$ cat src/rtl/signed_sar_search.sv
// Successive-approximation search that finds a signed 6-bit target using only a comparator.
// The search walks an offset code u = trial ^ 6'b100000 from MSB to LSB, one trial per settle window.
module signed_sar_search #(
  parameter int SETTLE_CYCLES = 2
) (
  input  logic       clk,
  input  logic       rst,
  input  logic       start,
  output logic [5:0] cmp_trial,
  input  logic       cmp_greater,
  input  logic       cmp_smaller,
  input  logic       cmp_equal,
  output logic       busy,
  output logic       done,
  output logic [5:0] result,
  output logic [2:0] trials,
  output logic       err
);

  localparam logic [1:0] IDLE  = 2'd0;
  localparam logic [1:0] TRIAL = 2'd1;
  localparam logic [1:0] DONE  = 2'd2;
  localparam logic [2:0] SETTLE = 3'(SETTLE_CYCLES);
  localparam logic [5:0] MID    = 6'b100000;

  logic [1:0] state;
  logic [5:0] u;
  logic [2:0] k;
  logic [2:0] c;
  logic [5:0] u_upd;
  logic       one_hot;
  logic       sample;

  // Greater-only clears the bit under test; smaller-only leaves it set.
  always_comb begin
    u_upd   = cmp_greater ? (u & ~(6'd1 << k)) : u;
    one_hot = ({cmp_greater, cmp_smaller, cmp_equal} == 3'b100) ||
              ({cmp_greater, cmp_smaller, cmp_equal} == 3'b010) ||
              ({cmp_greater, cmp_smaller, cmp_equal} == 3'b001);
    sample  = (state == TRIAL) && (c == SETTLE);
  end

  always_ff @(posedge clk) begin
    if (rst) begin
      state  <= IDLE;
      u      <= MID;
      k      <= 3'd5;
      c      <= 3'd0;
      result <= 6'd0;
      trials <= 3'd0;
      err    <= 1'b0;
    end else begin
      case (state)
        IDLE: begin
          if (start) begin
            state  <= TRIAL;
            u      <= MID;
            k      <= 3'd5;
            c      <= 3'd0;
            trials <= 3'd0;
            err    <= 1'b0;
          end
        end
        TRIAL: begin
          if (!sample) begin
            c <= c + 3'd1;
          end else begin
            trials <= trials + 3'd1;
            if (!one_hot) begin
              err    <= 1'b1;
              result <= cmp_trial;
              state  <= DONE;
            end else if (cmp_equal) begin
              result <= cmp_trial;
              state  <= DONE;
            end else if (k == 3'd0) begin
              // u is left untouched so the last trial stays visible during DONE.
              result <= u_upd ^ MID;
              state  <= DONE;
            end else begin
              u <= u_upd | (6'd1 << (k - 3'd1));
              k <= k - 3'd1;
              c <= 3'd0;
            end
          end
        end
        DONE: begin
          state <= IDLE;
          u     <= MID;
        end
        default: state <= IDLE;
      endcase
    end
  end

  assign cmp_trial = u ^ MID;
  assign busy      = (state != IDLE);
  assign done      = (state == DONE);

endmodule

$ cat config.mk
export PLATFORM = sky130hd
export DESIGN_NAME = signed_sar_search
export DESIGN_NICKNAME = d
export VERILOG_FILES = /design/src/rtl/signed_sar_search.sv
export SDC_FILE = /design/constraint.sdc
export NUM_CORES = 1
export LEC_CHECK = 0
export ABC_AREA = 1
export CORE_ASPECT_RATIO = 1.5
export CORE_MARGIN = 1.5
export CORE_UTILIZATION = 35
export DETAILED_ROUTE_END_ITERATION = 6
export HOLD_SLACK_MARGIN = 0.02
export PLACE_DENSITY = 0.63
export SYNTH_ARGS = -nofsm -noshare
export SYNTH_HDL_FRONTEND = slang
export SYNTH_SLANG_ARGS = --single-unit
$ cat constraint.sdc
create_clock -name clk -period 3.52 [get_ports clk]
set_clock_uncertainty 0.1 [all_clocks]
set_input_delay 0.352 -clock clk [delete_from_list [all_inputs] [get_ports clk]]
set_output_delay 0.352 -clock clk [all_outputs]
set_load 0.005 [all_outputs]
==> impl_metrics.yaml <==
power_and_ir_drop:
  leakage_nw: 0.812
  power_density_mw_per_mm2: 392
  vdd_drop_max_mv: 0.213
layout:
  fin_nets: 243
  syn_to_final_growth_pct: 23.0
  diodes: 0
  drive_gt1_share_pct: 9.78
  fillers: 389
cts:
  cts_setup_buffers: 0
  cts-root-buf: "clkbuf_8"
  ctsResizeCount: 0
  tritoncts: "done"
  cts_buffer_depth: 2
  ctsHoldBuffers: 0
  cts_buffers: 3
  clkSinkCount: 24
  clk_pin_slew_worst_paths_ns: 0.09
  insertion_delay_ns: 0.27
  cts_max_level: 1
worst_setup_path:
  r2r_setup_slack_ns: 1.67
  crit_family: "adder cells"
  worstPathCellList: "inv_1 -> ha_1 -> ha_1 -> or2_1 -> o22ai_1 -> nor2_1 -> nor2_1"
  worstPathMaxFanout: 5
  required_ns: 3.64
  cpMaxStageDelayCell: "dfxtp_1"
  critical_path_class: "register to register"
  crit_arrival_ns: 1.97
  cp-start-kind: "register"
  cpPeakStageDelay_ns: 0.41
  cp-end-kind: "register"
  crit_buf_inv: 1
timing:
  rsz0062_at_grt: "false"
  finalSetupTns_ns: 0
  hold_viol: 0
  layout_worst_path_cycle_share_pct: 52.5
  finalCriticalPeriod_ns: 1.85
  setup_viol: 0
  tightest_slew_ns: 0.293
  drv_slew: 0
  slew_headroom_pct: 80.4
  fmax_mhz: 541
  setup_slack_ns: 1.67
synthesis:
  synth_nets: 220
  synth-seq-cells: 24
  syn_area_per_cell_um2: 6.93
  syn_inst: 203
  synth_most_common_cell: "nand2_1"
  synth_ff_type: "dfxtp_1"
  synth-seq-area-share_pct: 34.1
  synth_edf_count: 0
  synth_area_leaders: "dfxtp_1 34%, nand2_1 13%, ha_1 9.8%"
  synthDistinctLibCells: 26
  yosysWarnings: 0
  synth_top_area_share_pct: 34.1
  synth_area_leader_cell: "dfxtp_1"
  synth_common_cells: "50 x nand2_1, 25 x inv_1, 24 x dfxtp_1, 24 x nor2_1, 13 x a21oi_1"
  synth_area_mm2: 0.00141
  async_reset_ff_share_pct: 0
detailed_routing:
  routedWlPerCell_um: 11.4
  firstDrtPassIters: 4
  drt-total-wl_mm: 3.09
  ant_nets: 0
  drc: 0
  dr_total_vias: 1265
  viasPerCell: 4.69
  drt_iter0_markers: 22
outcome:
  status: "finished, final reports clean"
hold_path:
  hp-class: "register to register"
global_routing:
  grt_pass1_vias: 1197
  grt_pass1_wl_mm: 5.06
  grt_usage_pct: 15.8
  antenna_found_initial: 0
  overflow: 0
  grt_start_max_net_pins: 16
flow_run:
  maxCapViolations: 0
floorplan:
  die_w_um: 54.8
  ios: 24
  die_h_um: 80.7
  num_rows: 28
  core-area_mm2: 0.00389
  initial_core_util_pct: 36.2
  die_area_mm2: 0.00442
placement:
  finalWeightedCongestion: 0.884
  pre_cts_slack_ns: 1.53
  place.port_buffers: 23
  detailed_place_hpwl_mm: 2.43
==> metal layers <==
metal / vias up / wire length, µm / GRT usage, %
li1: 678 / - / -
met1: 556 / 1320 / 17.7
met2: 23 / 1600 / 27.9
met3: 8 / 86 / 1.67
met4: 0 / 79 / 8.00
met5: - / 0 / 0
==> registers in the layout, indices dropped and copies added (netlist names) <==
| register | count |
|---|---|
| result | 6 |
| u | 6 |
| c | 3 |
| k | 3 |
| trials | 3 |
| state | 2 |
| err | 1 |
==> layout by cell type, fill, tap and decap left out, types with 2 or more instances in the layout <==
master and instances:
nand2_1 50, inv_1 25, nor2_1 24, dfxtp_1 24
clkdlybuf4s50_1 23, a21oi_1 13, nand3_1 11, ha_1 11
o21ai_0 7, nand2_4 5, inv_2 4, nand2_2 4
a31oi_1 4, o22ai_1 3, clkbuf_8 3, nor3_1 2
==> tightest hold or removal path, delay by kind of cell (launching register included) <==
kind	cells	cell delay (ns)
flops	1	0.32
simple gates	1	0.06
compound gates	1	0.05
==> where the power goes <==
part           internal, mW  switching (mW)
Clock                 0.152          0.0948
Sequential            0.285          0.0119
Combinational        0.0581          0.0768
==> stage by stage <==
stage | hold slack, ns | cell area, µm² | instances | utilization, % | power (mW)
global route | 0.399 | 1730 | 270 | 44.5 | 0.717
global placement | 0.362 | 1660 | 266 | 42.7 | 0.438
CTS | 0.375 | 1730 | 270 | 44.5 | 0.684
detailed placement | 0.361 | 1660 | 266 | 42.7 | 0.438
floorplan | 0.321 | 1410 | 203 | - | 0.397
finish | 0.374 | 1730 | 270 | 44.5 | 0.679
==> worst paths after layout <==
kind,from,to,depth (start not counted)
setup / recovery,k[0]$_SDFFE_PP1P_,u[0]$_SDFFE_PP0P_,7
hold / removal,result[0]$_SDFFE_PP0P_,result[0]$_SDFFE_PP0P_,2
hold reg to reg,result[0]$_SDFFE_PP0P_,result[0]$_SDFFE_PP0P_,2
setup reg to reg,k[0]$_SDFFE_PP1P_,u[0]$_SDFFE_PP0P_,7
==> area by class of cell <==
type	instances	area, µm²	area share [%]
flip-flops and latches	24	480	27.7
well taps	45	56.3	3.25
clock inverters	1	30.0	1.73
multi-input cells	143	768	44.4
clock buffers	3	41.3	2.38
repair buffers	24	238	13.7
inverters	30	118	6.79
==> logic make-up after synthesis <==
family	synth area share (%)
simple gates	33.1
buf+inv	11.3
compound gates	11.1
flops	34.1
fa+ha+maj	9.78
xor+xnor	0.622
Note: power is estimated with default switching activity, not from simulation.
